===== config.mk =====
export PLATFORM = sky130hd
export DESIGN_NAME = bcd_scan_display_flat
export DESIGN_NICKNAME = d
export VERILOG_FILES = /design/src/rtl/bcd_scan_if.sv /design/src/rtl/bcd_scan_display.sv /design/src/flat_wrapper.sv
export SDC_FILE = /design/constraint.sdc
export NUM_CORES = 1
export LEC_CHECK = 0
export ABC_AREA = 0
export BUFFER_PORTS_ARGS = -buffer_cell sky130_fd_sc_hd__buf_2
export CORE_MARGIN = 2
export CORE_UTILIZATION = 62
export DETAILED_ROUTE_END_ITERATION = 8
export PLACE_DENSITY = 0.94
export SYNTH_ARGS = -nofsm -noshare
export SYNTH_HDL_FRONTEND = slang
export SYNTH_SLANG_ARGS = --single-unit

===== constraint.sdc =====
create_clock -name clk -period 4.52 [get_ports clk]
set_clock_uncertainty 0.15 [all_clocks]
set_input_delay 0.904 -clock clk [delete_from_list [all_inputs] [get_ports clk]]
set_output_delay 0.904 -clock clk [all_outputs]
set_load 0.005 [all_outputs]

===== src/rtl/bcd_scan_if.sv =====
// Handshake and display bus between a result producer and bcd_scan_display.
// The producer (master) issues start/hex_mode/value; the display block (slave)
// returns the conversion status, the digit codes and the scanned pin drive.
interface bcd_scan_if #(
    parameter int WIDTH = 13,
    parameter int NDIG  = 4
);
    logic                  start;
    logic                  hex_mode;
    logic [WIDTH-1:0]      value;
    logic                  busy;
    logic                  done;
    logic                  overflow;
    logic [4*NDIG-1:0]     digits;
    logic [6:0]            seg;
    logic [NDIG-1:0]       an;

    modport master (
        output start, hex_mode, value,
        input  busy, done, overflow, digits, seg, an
    );

    modport slave (
        input  start, hex_mode, value,
        output busy, done, overflow, digits, seg, an
    );
endinterface


===== src/rtl/bcd_scan_display.sv =====
// Binary-to-decimal (or raw hex) converter feeding a time-multiplexed
// NDIG-digit 7-segment driver. Decimal conversion is iterative double dabble,
// one input bit per cycle; hex mode just copies nibbles. The scan runs
// continuously and always shows the current digits register.
//
// state  | meaning
// -------+--------------------------------------------------------------
// S_IDLE | waiting for start; digits register holds the last result
// S_CONV | conversion in flight (WIDTH cycles decimal, 1 cycle hex)
module bcd_scan_display #(
    parameter int WIDTH      = 13,
    parameter int NDIG       = 4,
    parameter int SCAN_DIV   = 4,
    parameter bit ACTIVE_LOW = 1'b0,
    parameter bit BLANK_LZ   = 1'b1
) (
    input  logic      clk,
    input  logic      rst,
    bcd_scan_if.slave bus
);
    localparam int DW     = 4 * NDIG;
    localparam int CNT_W  = $clog2(WIDTH + 1);
    localparam int SCAN_W = (SCAN_DIV > 1) ? $clog2(SCAN_DIV) : 1;
    localparam int IDX_W  = (NDIG > 1) ? $clog2(NDIG) : 1;
    localparam int HEX_B  = (WIDTH < DW) ? WIDTH : DW;

    // 65 bits so that 16^16 is still representable for the overflow limit.
    function automatic logic [64:0] ipow(input int base, input int n);
        logic [64:0] r;
        r = 65'd1;
        for (int i = 0; i < n; i++) r = r * 65'(base);
        return r;
    endfunction

    localparam logic [64:0] DEC_LIM = ipow(10, NDIG);
    localparam logic [64:0] HEX_LIM = ipow(16, NDIG);

    function automatic logic [6:0] glyph(input logic [3:0] code);
        logic [6:0] s;
        case (code)
            4'h0: s = 7'b1111110;
            4'h1: s = 7'b0110000;
            4'h2: s = 7'b1101101;
            4'h3: s = 7'b1111001;
            4'h4: s = 7'b0110011;
            4'h5: s = 7'b1011011;
            4'h6: s = 7'b1011111;
            4'h7: s = 7'b1110000;
            4'h8: s = 7'b1111111;
            4'h9: s = 7'b1111011;
            4'hA: s = 7'b1110111;
            4'hB: s = 7'b0011111;
            4'hC: s = 7'b1001110;
            4'hD: s = 7'b0111101;
            4'hE: s = 7'b1001111;
            default: s = 7'b1000111;
        endcase
        return s;
    endfunction

    typedef enum logic {
        S_IDLE = 1'b0,
        S_CONV = 1'b1
    } state_t;

    state_t            state_q, state_d;
    logic              hex_q, hex_d;
    logic [CNT_W-1:0]  cnt_q, cnt_d;
    logic [WIDTH-1:0]  shift_q, shift_d;
    logic [DW-1:0]     bcd_q, bcd_d;
    logic [DW-1:0]     digits_q, digits_d;
    logic              done_q, done_d;
    logic              ovf_q, ovf_d;
    logic [SCAN_W-1:0] scan_q, scan_d;
    logic [IDX_W-1:0]  idx_q, idx_d;
    logic [6:0]        seg_q, seg_d;
    logic [NDIG-1:0]   an_q, an_d;

    logic [DW-1:0]     bcd_adj;
    logic [DW-1:0]     bcd_shift;
    logic [DW-1:0]     hex_val;
    logic              scan_wrap;
    logic [NDIG-1:0]   blank;
    logic              nz_above;
    logic [3:0]        sel_code;
    logic [6:0]        seg_raw;
    logic              unused_carry;

    // Top bit of the adjusted BCD word falls off the shift: value mod 10^NDIG.
    assign unused_carry = bcd_adj[DW-1];

    // State and datapath registers.
    always_ff @(posedge clk or posedge rst) begin
        if (rst) begin
            state_q  <= S_IDLE;
            hex_q    <= 1'b0;
            cnt_q    <= '0;
            shift_q  <= '0;
            bcd_q    <= '0;
            digits_q <= '0;
            done_q   <= 1'b0;
            ovf_q    <= 1'b0;
            scan_q   <= '0;
            idx_q    <= '0;
            seg_q    <= 7'b1111110 ^ {7{ACTIVE_LOW}};
            an_q     <= NDIG'(1) ^ {NDIG{ACTIVE_LOW}};
        end else begin
            state_q  <= state_d;
            hex_q    <= hex_d;
            cnt_q    <= cnt_d;
            shift_q  <= shift_d;
            bcd_q    <= bcd_d;
            digits_q <= digits_d;
            done_q   <= done_d;
            ovf_q    <= ovf_d;
            scan_q   <= scan_d;
            idx_q    <= idx_d;
            seg_q    <= seg_d;
            an_q     <= an_d;
        end
    end

    // Conversion FSM: accept, iterate double dabble (or copy hex), publish.
    always_comb begin
        state_d  = state_q;
        hex_d    = hex_q;
        cnt_d    = cnt_q;
        shift_d  = shift_q;
        bcd_d    = bcd_q;
        digits_d = digits_q;
        ovf_d    = ovf_q;
        done_d   = 1'b0;

        bcd_adj = bcd_q;
        for (int k = 0; k < NDIG; k++) begin
            if (bcd_q[4*k +: 4] >= 4'd5) bcd_adj[4*k +: 4] = bcd_q[4*k +: 4] + 4'd3;
        end
        bcd_shift = {bcd_adj[DW-2:0], shift_q[WIDTH-1]};

        hex_val = '0;
        for (int i = 0; i < HEX_B; i++) hex_val[i] = shift_q[i];

        case (state_q)
            S_IDLE: begin
                if (bus.start) begin
                    state_d = S_CONV;
                    hex_d   = bus.hex_mode;
                    shift_d = bus.value;
                    bcd_d   = '0;
                    cnt_d   = CNT_W'(WIDTH - 1);
                    ovf_d   = bus.hex_mode ? (65'(bus.value) >= HEX_LIM)
                                           : (65'(bus.value) >= DEC_LIM);
                end
            end
            S_CONV: begin
                if (hex_q) begin
                    digits_d = hex_val;
                    done_d   = 1'b1;
                    state_d  = S_IDLE;
                end else begin
                    bcd_d   = bcd_shift;
                    shift_d = shift_q << 1;
                    if (cnt_q == '0) begin
                        digits_d = bcd_shift;
                        done_d   = 1'b1;
                        state_d  = S_IDLE;
                    end else begin
                        cnt_d = cnt_q - 1'b1;
                    end
                end
            end
            default: state_d = S_IDLE;
        endcase
    end

    // Scan timing plus segment/anode drive for the digit selected next cycle,
    // so seg and an change together on the same edge.
    always_comb begin
        scan_wrap = (scan_q == SCAN_W'(SCAN_DIV - 1));
        scan_d    = scan_wrap ? '0 : scan_q + 1'b1;
        idx_d     = idx_q;
        if (scan_wrap) idx_d = (idx_q == IDX_W'(NDIG - 1)) ? '0 : idx_q + 1'b1;

        nz_above = 1'b0;
        blank    = '0;
        for (int k = NDIG - 1; k >= 0; k--) begin
            nz_above = nz_above | (digits_q[4*k +: 4] != 4'd0);
            blank[k] = BLANK_LZ && (k != 0) && !nz_above;
        end

        sel_code = digits_q[4*idx_d +: 4];
        seg_raw  = blank[idx_d] ? 7'b0000000 : glyph(sel_code);
        seg_d    = seg_raw ^ {7{ACTIVE_LOW}};
        an_d     = (NDIG'(1) << idx_d) ^ {NDIG{ACTIVE_LOW}};
    end

    assign bus.busy     = (state_q == S_CONV);
    assign bus.done     = done_q;
    assign bus.overflow = ovf_q;
    assign bus.digits   = digits_q;
    assign bus.seg      = seg_q;
    assign bus.an       = an_q;
endmodule


===== src/flat_wrapper.sv =====
// flat-port wrapper written by rule: the top's interface ports become plain ports
module bcd_scan_display_flat 
#(
    parameter int WIDTH      = 13,
    parameter int NDIG       = 4,
    parameter int SCAN_DIV   = 4,
    parameter bit ACTIVE_LOW = 1'b0,
    parameter bit BLANK_LZ   = 1'b1
)
  (clk, rst, bus_start, bus_hex_mode, bus_value, bus_busy, bus_done, bus_overflow, bus_digits, bus_seg, bus_an);
  bcd_scan_if #(.WIDTH(WIDTH), .NDIG(NDIG)) bus_i ();
  input  logic clk;
  input  logic rst;
  input wire logic [$bits(bus_i.start)-1:0] bus_start;
  input wire logic [$bits(bus_i.hex_mode)-1:0] bus_hex_mode;
  input wire logic [$bits(bus_i.value)-1:0] bus_value;
  output wire logic [$bits(bus_i.busy)-1:0] bus_busy;
  output wire logic [$bits(bus_i.done)-1:0] bus_done;
  output wire logic [$bits(bus_i.overflow)-1:0] bus_overflow;
  output wire logic [$bits(bus_i.digits)-1:0] bus_digits;
  output wire logic [$bits(bus_i.seg)-1:0] bus_seg;
  output wire logic [$bits(bus_i.an)-1:0] bus_an;
  assign bus_i.start = bus_start;
  assign bus_i.hex_mode = bus_hex_mode;
  assign bus_i.value = bus_value;
  assign bus_busy = bus_i.busy;
  assign bus_done = bus_i.done;
  assign bus_overflow = bus_i.overflow;
  assign bus_digits = bus_i.digits;
  assign bus_seg = bus_i.seg;
  assign bus_an = bus_i.an;
  bcd_scan_display #(.WIDTH(WIDTH), .NDIG(NDIG), .SCAN_DIV(SCAN_DIV), .ACTIVE_LOW(ACTIVE_LOW), .BLANK_LZ(BLANK_LZ)) u_core (.clk(clk), .rst(rst), .bus(bus_i));
endmodule

==> results of run 1 <==
## worst paths after layout
check                                 startpoint                 to  slack, ns  depth (start not counted)
min in group asynchronous                    rst   u_core.bus.an[3]       0.55                          2
worst max-delay path            u_core.scan_q[0]  u_core.bus.seg[6]       1.47                          9
max in group asynchronous                    rst   u_core.bcd_q[12]       2.80                          3
worst min-delay path            u_core.scan_q[0]   u_core.scan_q[0]       0.28                          1
worst max register to register  u_core.scan_q[0]  u_core.bus.seg[6]       1.47                          9
worst min register to register  u_core.scan_q[0]   u_core.scan_q[0]       0.28                          1
## layout make-up
cell class	count	area, µm²	share of cell area (%)
clock buffers	11	141.4	3.474
clock inverters	5	100.1	2.459
inverters	16	65.06	1.599
multi-input cells	251	1740	42.76
flip-flops and latches	67	1685	41.41
well taps	72	90.09	2.213
repair buffers	48	247.7	6.087
## stage by stage
step / utilization [%] / power (µW) / worst slack (ns)
2_1_floorplan: - / 1605 / 1.794
3_3_place_gp: 69.53 / 1835 / 1.729
3_5_place_dp: 69.53 / 1892 / 1.568
4_1_cts: 73.91 / 2503 / 1.515
5_1_grt: 73.91 / 2683 / 1.226
6_report: 73.91 / 2500 / 1.471
## metal layers
metal	up-vias	share of wire, %	GRT usage, %
met3	26	7.5	7.014
met2	143	50	46.72
li1	1317	-	-
met1	1325	40	33.11
met4	0	3.1	12.76
met5	-	0	0
## kinds of logic after synthesis
family | after synthesis | synth area share (%)
compound gates | 93 | 16.24
xor+xnor | 8 | 1.973
fa+ha+maj | 18 | 6.340
buf+inv | 31 | 3.734
flops | 67 | 47.45
mux | 41 | 12.40
other cells | 1 | 0.1056
simple gates | 90 | 11.76
## worst max-delay path: stages, from the launching register on
cell and delay (ns):
dfrtp_1 0.35, ha_1 0.37, and2b_4 0.26, a21oi_2 0.38, mux2i_1 0.45, inv_1 0.17, ha_1 0.25, o21ai_0 0.16
a21oi_1 0.16, nor4_2 0.26
## synthesized netlist by cell type, types with 2 or more instances
master / number
xnor2_1: 5
xor2_1: 3
buf_1: 2
inv_1: 15
a2bb2oi_1: 2
o21ai_0: 42
nand2_1: 38
nor4_1: 3
ha_1: 18
nor2b_1: 2
nor3_1: 6
a22o_1: 16
nand3_1: 7
and3_1: 2
clkbuf_1: 11
nor2_1: 19
mux2_4: 2
a21oi_1: 19
nand2b_1: 7
mux2_2: 3
a211oi_1: 3
o21a_1: 3
dfstp_2: 7
mux2i_1: 34
dfrtp_1: 60
## sequential cells by signal, indices dropped and copies added, names as in the netlist
register / flops
u_core.bcd_q: 16
u_core.bus.an: 4
u_core.bus.busy: 1
u_core.bus.digits: 16
u_core.bus.done: 1
u_core.bus.seg: 7
u_core.cnt_q: 4
u_core.hex_q: 1
u_core.idx_q: 2
u_core.scan_q: 2
u_core.shift_q: 13
## where the power goes
group | switching, µW | leakage, µW | internal (µW)
Sequential | 231 | 0.000859 | 790
Clock | 219 | 0.000123 | 380
Combinational | 486 | 0.000996 | 394
Total | 936 | 0.00198 | 1560
==> impl_metrics.ini, run 1 <==
[floorplan]
dieArea_mm2 = 0.006351
dieWidth_um = 79.69
coreArea_mm2 = 0.005507
fp.dieH_um = 79.69
num_rows = 27
start_util_pct = 64.51
pin_count = 47

[timing]
max_freq_ghz = 0.3279
period_share_pct = 67.47
tightest_slew_ns = 1.063
setup_tns_ns = 0
setup_viol = 0
hold_violations = 0
maxSlewHeadroom_pct = 29.16
finalMaxSlewViolations = 0
fin_crit_ns = 3.049
fin_hold_ws_ns = 0.2799
rsz0062_at_grt = no

[placement]
io_buffer_count = 45
finalWeightedCongestion = 0.8944
dpl.cell_count = 454
post_dp_cell_area_mm2 = 0.003829
dp_hpwl_mm = 5.599

[run]
cap_violations = 0

[critical_path]
path_max_fanout = 8
cp-start-kind = flip-flop
worst_setup_path_end_kind = flip-flop
crit_type = flip-flop to flip-flop
required_ns = 4.62
cp.arrival_ns = 3.15

[yosys]
synth.distinct_cells = 45
synth-seq-cells = 67
syn_area_mm2 = 0.003552
synth_top_cell_area_share_pct = 42.27
yosysSeqAreaShare_pct = 47.45
synth-edff-count = 0
synth_fp_nets = 384
avgSynthCellArea_um2 = 10.18
yosysWarningCount = 0
yosys-top-cells-area = dfrtp_1, mux2i_1, ha_1, o21ai_0, dfstp_2
synthFlopType = dfrtp_1
syn_inst = 349
synth_top_area_cell = dfrtp_1
synthArstFlopShare_pct = 100.0

[layout]
final_area_mm2 = 0.004070
mostFrequentLayoutCells = dfrtp_1, buf_2, o21ai_0, nand2_1, mux2i_1
layout_commonest_cell = dfrtp_1
fillers = 383
num_antenna_cells = 0
syn_to_final_growth_pct = 14.58
final_cells = 470
nNetsFinal = 428
drive_gt1_share_pct = 21.61

[cts]
root_buffer = clkbuf_8
cts_htree_levels = 3
cts_hold_buf = 0
cts_resized = 0
cts_num_sinks = 67
cts_tree = yes
cts_buffers = 9
cts_setup_buffers = 0
clk-insertion-delay-late_ns = 0.34
clockBufferDepth = 2
clk_pin_slew_ns = 0.07

[hold_path]
hold_class = flip-flop to flip-flop

[detailed_routing]
viasPerCell = 5.981
drt-initial-drc-count = 115
drtPass1Iterations = 4
drc = 0
routed_wl_mm = 7.794
drt-wirelength-per-cell_um = 16.58
num_vias = 2811
postRouteAntennaNets = 0

[grt]
grt_max_degree = 39
grt_pass1_wl_mm = 13.14
grt_pass1_vias = 2832
overflow = 0
grtUsageTotal_pct = 27.64
antenna_found_initial = 0

[power_and_ir_drop]
power_density_mw_per_mm2 = 614.3
worst_ir_drop_vdd_v = 0.0005109
power.leakage_uw = 0.001979

[run_status]
status = finished clean
(Power assumes the default switching activity.)
==> run 2, diff against run 1 <==
--- a/config.mk
+++ b/config.mk
@@ -8,9 +8,9 @@
 export ABC_AREA = 0
 export BUFFER_PORTS_ARGS = -buffer_cell sky130_fd_sc_hd__buf_2
 export CORE_MARGIN = 2
-export CORE_UTILIZATION = 62
+export CORE_UTILIZATION = 52
 export DETAILED_ROUTE_END_ITERATION = 8
-export PLACE_DENSITY = 0.94
+export PLACE_DENSITY = 0.85
 export SYNTH_ARGS = -nofsm -noshare
 export SYNTH_HDL_FRONTEND = slang
 export SYNTH_SLANG_ARGS = --single-unit
==> constraint.sdc (replaced) <==
create_clock -name clk -period 2.5 [get_ports clk]
set_clock_uncertainty 0.15 [all_clocks]
set_input_delay 0.5 -clock clk [delete_from_list [all_inputs] [get_ports clk]]
set_output_delay 0.5 -clock clk [all_outputs]
set_load 0.005 [all_outputs]
==> run 2 against run 1 <==
  * Global-route usage fell by 4.2 points
  * Hold slack worse by 0.23 ns
  * Total power increased by 74%
  * Highest routed layer unchanged
  * Largest cell class unchanged
  * Cell count is 4.9% higher
  * Sequential power is 69% higher
  * Design area rose by 3.4%
  * Count of clock-buffer cells in the layout increased by 3
  * Register-to-register slack got worse by 1.5 ns
  * Clock power rose by 38%
  * Sequential share of layout area shrank 1.3 points
==> impl_metrics.ini, run 2 (same netlist as run 1, synthesis figures left out) <==
[timing]
period_share_pct = 99.92
fin_crit_ns = 2.498
rsz0062_at_grt = yes
maxSlewHeadroom_pct = 55.45
timing.final.ws_setup_ns = 0.001881
tightest_slew_ns = 0.6658
finalMaxSlewViolations = 0
hold_violations = 0
setup_viol = 0
max_freq_ghz = 0.4003

[detailed_routing]
num_vias = 2905
drtPass1Iterations = 4
drc = 0
viasPerCell = 5.892
drt-initial-drc-count = 173
postRouteAntennaNets = 0
routed_wl_mm = 8.252
drt-wirelength-per-cell_um = 16.74

[layout]
mostFrequentLayoutCells = dfrtp_1, buf_2, o21ai_0, nand2_1, mux2i_1
regArea_mm2 = 0.001687
layout_commonest_cell = dfrtp_1
postLayoutCoreUtil_pct = 62.61
num_antenna_cells = 0
multi_input_area_mm2 = 0.001797
final_area_mm2 = 0.004207
fillers = 522
drive_gt1_share_pct = 25.18
nNetsFinal = 443
syn_to_final_growth_pct = 18.42

[cts]
root_buffer = clkbuf_8
cts_tree = yes
clk_pin_slew_ns = 0.07
cts_htree_levels = 3
cts_num_sinks = 67
cts_hold_buf = 0
cts_buffers = 9
clk-insertion-delay-late_ns = 0.35
clockBufferDepth = 2

[placement]
post_dp_cell_area_mm2 = 0.003933
io_buffer_count = 45
finalWeightedCongestion = 1.020
dp_hpwl_mm = 5.644
place_ws_ns = -0.05350

[power_and_ir_drop]
switching_share_pct = 39.85
clkPwrFrac_pct = 18.9
power_density_mw_per_mm2 = 1034
total_power_uw = 4350
switchingPower_uw = 1734
p_int_uw = 2616
power.leakage_uw = 0.002026
worst_ir_drop_vdd_v = 0.0006544
comb_power_share_pct = 41.5
seqPwrFrac_pct = 39.6

[critical_path]
cp-start-kind = flip-flop
cpMostUsedCell = nand3_1
crit_type = flip-flop to flip-flop
path_max_fanout = 7
cp.arrival_ns = 2.63
path_cells = ha_4 -> mux2i_4 -> clkinv_4 -> mux2i_1 -> mux2_4 -> buf_4 -> ha_1 -> nand3_1 -> nand3_1 -> a21oi_1
worst_setup_path_end_kind = flip-flop
cp_slowest_stage_delay_ns = 0.43
required_ns = 2.63
cp_slowest_cell = dfrtp_2

[run_status]
status = finished clean

[grt]
grt_max_degree = 68
grt_pass1_vias = 2717
grt_pass1_wl_mm = 13.51
overflow = 0
grtUsageTotal_pct = 23.47
antenna_found_initial = 0

[floorplan]
coreArea_mm2 = 0.006719
dieWidth_um = 86.65
start_util_pct = 52.87
num_rows = 30
dieArea_mm2 = 0.007508
pin_count = 47
fp.dieH_um = 86.65

[hold_path]
hold_class = input pin to async pin

[run]
cap_violations = 0
-- run 2: metal layers --
metal,global-route usage [%],routed length (µm),vias to the layer above
li1,-,-,1341
met3,4.000,453,24
met1,31.63,3615,1421
met4,11.36,239,0
met5,0,0,-
met2,36.92,3943,119
-- run 2: critical path: cells and delay by family, from the launching register on --
kind	cells	cell delay, ns
AO/OA/AOI/OAI	1	0.16
multiplexers	3	0.63
flip-flops	1	0.43
buffers and inverters	2	0.27
AND/OR/NAND/NOR	2	0.19
adder cells (fa/ha/maj)	2	0.59
-- run 2: layout make-up --
cell class              count  share of cell area (%)
well taps                  80                   2.380
inverters                  16                   1.547
flip-flops and latches     67                   40.10
clock inverters             2                  0.2380
repair buffers             63                   9.161
multi-input cells         251                   42.71
clock buffers              14                   3.867
-- run 2: stage by stage --
| step | TNS (ns) | hold slack [ns] | instances |
|---|---|---|---|
| global route | -0.3176 | 0.1008 | 493 |
| CTS | 0 | 0.06302 | 487 |
| global placement | 0 | 0.2628 | 469 |
| floorplan | 0 | 0.2531 | 349 |
| detailed placement | -0.05350 | 0.2659 | 469 |
| finish | 0 | 0.05021 | 493 |
-- run 2: worst paths after layout --
check	startpoint	endpoint	slack (ns)	depth (start not counted)
max in group asynchronous	rst	u_core.bus.seg[2]	1.83	3
worst min register to register	u_core.scan_q[0]	u_core.scan_q[0]	0.33	1
worst max register to register	u_core.idx_q[0]	u_core.bus.seg[3]	0.002	10
worst max-delay path	u_core.idx_q[0]	u_core.bus.seg[3]	0.002	10
worst min-delay path	rst	u_core.bus.digits[3]	0.05	3
min in group clk	bus_hex_mode	u_core.hex_q	0.19	3
-- run 2: repair_timing --
item | CTS | global route
gates resized for setup | 1 | 6
pin swaps | 0 | 2
setup buffers | 2 | 6
hold endpoints to repair | 0 | 0
setup endpoints to repair | 4 | 9
-- run 2: power groups by stage --
stage                     logic [µW]  registers, µW  clock network (µW)
after floorplan                 1260           1650                   0
after global placement          1690           1710                   0
after detailed placement        1770           1720                   0
after CTS                       1770           1710                 835
after global routing            2030           1760                 875
final                           1810           1720                 823
==> run 3, diff against run 2 <==
--- a/config.mk
+++ b/config.mk
@@ -5,12 +5,13 @@
 export SDC_FILE = /design/constraint.sdc
 export NUM_CORES = 1
 export LEC_CHECK = 0
-export ABC_AREA = 0
 export BUFFER_PORTS_ARGS = -buffer_cell sky130_fd_sc_hd__buf_2
+export CELL_PAD_IN_SITES_DETAIL_PLACEMENT = 1
+export CELL_PAD_IN_SITES_GLOBAL_PLACEMENT = 1
 export CORE_MARGIN = 2
-export CORE_UTILIZATION = 52
+export CORE_UTILIZATION = 48
 export DETAILED_ROUTE_END_ITERATION = 8
-export PLACE_DENSITY = 0.85
+export PLACE_DENSITY = 0.93
 export SYNTH_ARGS = -nofsm -noshare
 export SYNTH_HDL_FRONTEND = slang
 export SYNTH_SLANG_ARGS = --single-unit
==> constraint.sdc (replaced) <==
create_clock -name clk -period 3 [get_ports clk]
set_clock_uncertainty 0.15 [all_clocks]
set_input_delay 0.6 -clock clk [delete_from_list [all_inputs] [get_ports clk]]
set_output_delay 0.6 -clock clk [all_outputs]
set_load 0.005 [all_outputs]
==> run 3 against run 2 <==
  * Via count decreased by 1.0%
  * Die area increased by 7.9%
  * Clock power decreased by 2.8%
  * Flip-flop and latch count unchanged
  * Combinational power decreased by 15%
  * First-iteration DRC count decreased by 38%
  * Sequential power decreased by 16%
  * Total power decreased by 13%
  * Design area decreased by 1.5%
  * Non-clock buffer count decreased by 7
  * Highest routed layer unchanged
==> impl_metrics.ini, run 3 (same netlist as run 1, synthesis figures left out) <==
[placement]
dp_hpwl_mm = 6.541
finalWeightedCongestion = 0.9168
io_buffer_count = 45
dpl.cell_count = 485

[run_status]
status = finished clean

[critical_path]
path_max_fanout = 9
worst_setup_path_end_kind = flip-flop
cp-start-kind = flip-flop
required_ns = 3.11
path_buf_inv = 2
cpMostUsedCell = ha_1
path_cells = ha_1 -> mux2i_4 -> clkinv_4 -> mux2i_1 -> mux2i_2 -> inv_1 -> ha_1 -> o21ai_0 -> a21oi_1 -> nor4_2
cp_slowest_cell = dfrtp_1
crit_type = flip-flop to flip-flop
cp.arrival_ns = 3.01
cp_slowest_stage_delay_ns = 0.45
crit_family = multiplexers

[grt]
grtUsageTotal_pct = 23.96
grt_max_degree = 68
grt_pass1_vias = 3046
grt_pass1_wl_mm = 15.34
antenna_found_initial = 0
overflow = 0

[detailed_routing]
drc = 0
drtPass1Iterations = 4
drt-initial-drc-count = 107
postRouteAntennaNets = 0
drt-wirelength-per-cell_um = 18.69
viasPerCell = 5.693
num_vias = 2875
routed_wl_mm = 9.438

[timing]
hold_violations = 0
max_freq_ghz = 0.3450
maxSlewHeadroom_pct = 44.39
fin_crit_ns = 2.899
tightest_slew_ns = 0.8341
setup_viol = 0
period_share_pct = 96.63
setup_tns_ns = 0
finalMaxSlewViolations = 0

[layout]
final_cells = 505
drive_gt1_share_pct = 23.89
multi_input_area_mm2 = 0.001747
num_antenna_cells = 0
regArea_mm2 = 0.001685
fillers = 826
mostFrequentLayoutCells = dfrtp_1, buf_2, o21ai_0, nand2_1, mux2i_1
layout_commonest_cell = dfrtp_1
nNetsFinal = 436
syn_to_final_growth_pct = 16.59

[cts]
cts_num_sinks = 67
cts_htree_levels = 3
cts_tree = yes
clk_pin_slew_ns = 0.07
clockBufferDepth = 2
root_buffer = clkbuf_8
cts_buffers = 9
clk-insertion-delay-late_ns = 0.35
cts_hold_buf = 0

[floorplan]
dieWidth_um = 90.03
fp.dieH_um = 90.03
num_rows = 31
start_util_pct = 49.24
coreArea_mm2 = 0.007214
pin_count = 47
dieArea_mm2 = 0.008105

[power_and_ir_drop]
worst_ir_drop_vdd_v = 0.0004409
power.leakage_uw = 0.001994
p_int_uw = 2267
switching_share_pct = 40.10
switchingPower_uw = 1518
clkPwrFrac_pct = 21.1
comb_power_share_pct = 40.5
power_density_mw_per_mm2 = 913.8
seqPwrFrac_pct = 38.4

[run]
cap_violations = 0

[hold_path]
hold_class = flip-flop to flip-flop
-- run 3: cell types whose count changed in the layout (fill, tap and decap cells not counted), sizes merged --
cell      change
buf           -7
bufinv        +1
clkbuf        -2
clkinvlp      +1
-- run 3: through the flow --
step           util [%]  instance area [µm²]  total power [µW]  hold slack [ns]  setup WS, ns
2_1_floorplan         -                 3552              2418           0.2531        0.3863
3_3_place_gp      53.95                 3892              2824           0.2663        0.2240
3_5_place_dp      53.95                 3892              2942           0.2898      0.008226
4_1_cts           56.95                 4109              3771           0.2987       0.04240
5_1_grt           57.41                 4141              4045           0.3222      -0.03185
6_report          57.41                 4141              3785           0.2975        0.1010
-- run 3: what timing repair did --
item	4_1_cts	5_1_grt
gates resized for setup	1	1
buffers inserted	0	4
endpoints found under the setup margin	1	3
-- run 3: cell type report --
type,instances,area share [%]
inverter,16,1.571
sequential,67,40.69
timing repair buffer,56,7.432
clock buffer,12,3.988
multi-input combinational,251,42.18
clock inverter,4,1.148
tap,99,2.991
-- run 3: path summary, 6_finish.rpt --
| check | startpoint | endpoint | slack [ns] | cells after the start |
|---|---|---|---|---|
| setup / recovery | u_core.idx_q[1] | u_core.bus.seg[6] | 0.10 | 10 |
| hold / removal | u_core.scan_q[0] | u_core.scan_q[0] | 0.30 | 1 |
| setup reg to reg | u_core.idx_q[1] | u_core.bus.seg[6] | 0.10 | 10 |
| hold reg to reg | u_core.scan_q[0] | u_core.scan_q[0] | 0.30 | 1 |
| max in group asynchronous | rst | u_core.shift_q[5] | 1.81 | 3 |
| min in group asynchronous | rst | u_core.bus.an[3] | 0.34 | 3 |
-- run 3: per-layer routing --
layer  up-vias  track usage (%)  part of all wire, %
li1       1335                -                    -
met1      1445            29.88                   44
met2        72            41.23                   50
met3        23            3.521                  3.5
met4         0            10.90                  2.4
met5         -                0                    0
-- run 3: worst reg2reg max path, delay by kind of cell (launching register included) --
family                   cells  cell delay (ns)
adder cells (fa/ha/maj)      2             0.62
flip-flops                   1             0.45
buffers and inverters        2             0.32
multiplexers                 3             0.71
AND/OR/NAND/NOR              1             0.23
AO/OA/AOI/OAI                2             0.33
-- run 3: power groups by stage --
| stage | Sequential (µW) | Clock (µW) | Combinational [µW] |
|---|---|---|---|
| after global placement | 1430 | 0 | 1390 |
| final | 1450 | 800 | 1530 |
| after CTS | 1440 | 811 | 1520 |
| after global routing | 1480 | 848 | 1710 |
| after detailed placement | 1460 | 0 | 1490 |
| after floorplan | 1370 | 0 | 1040 |
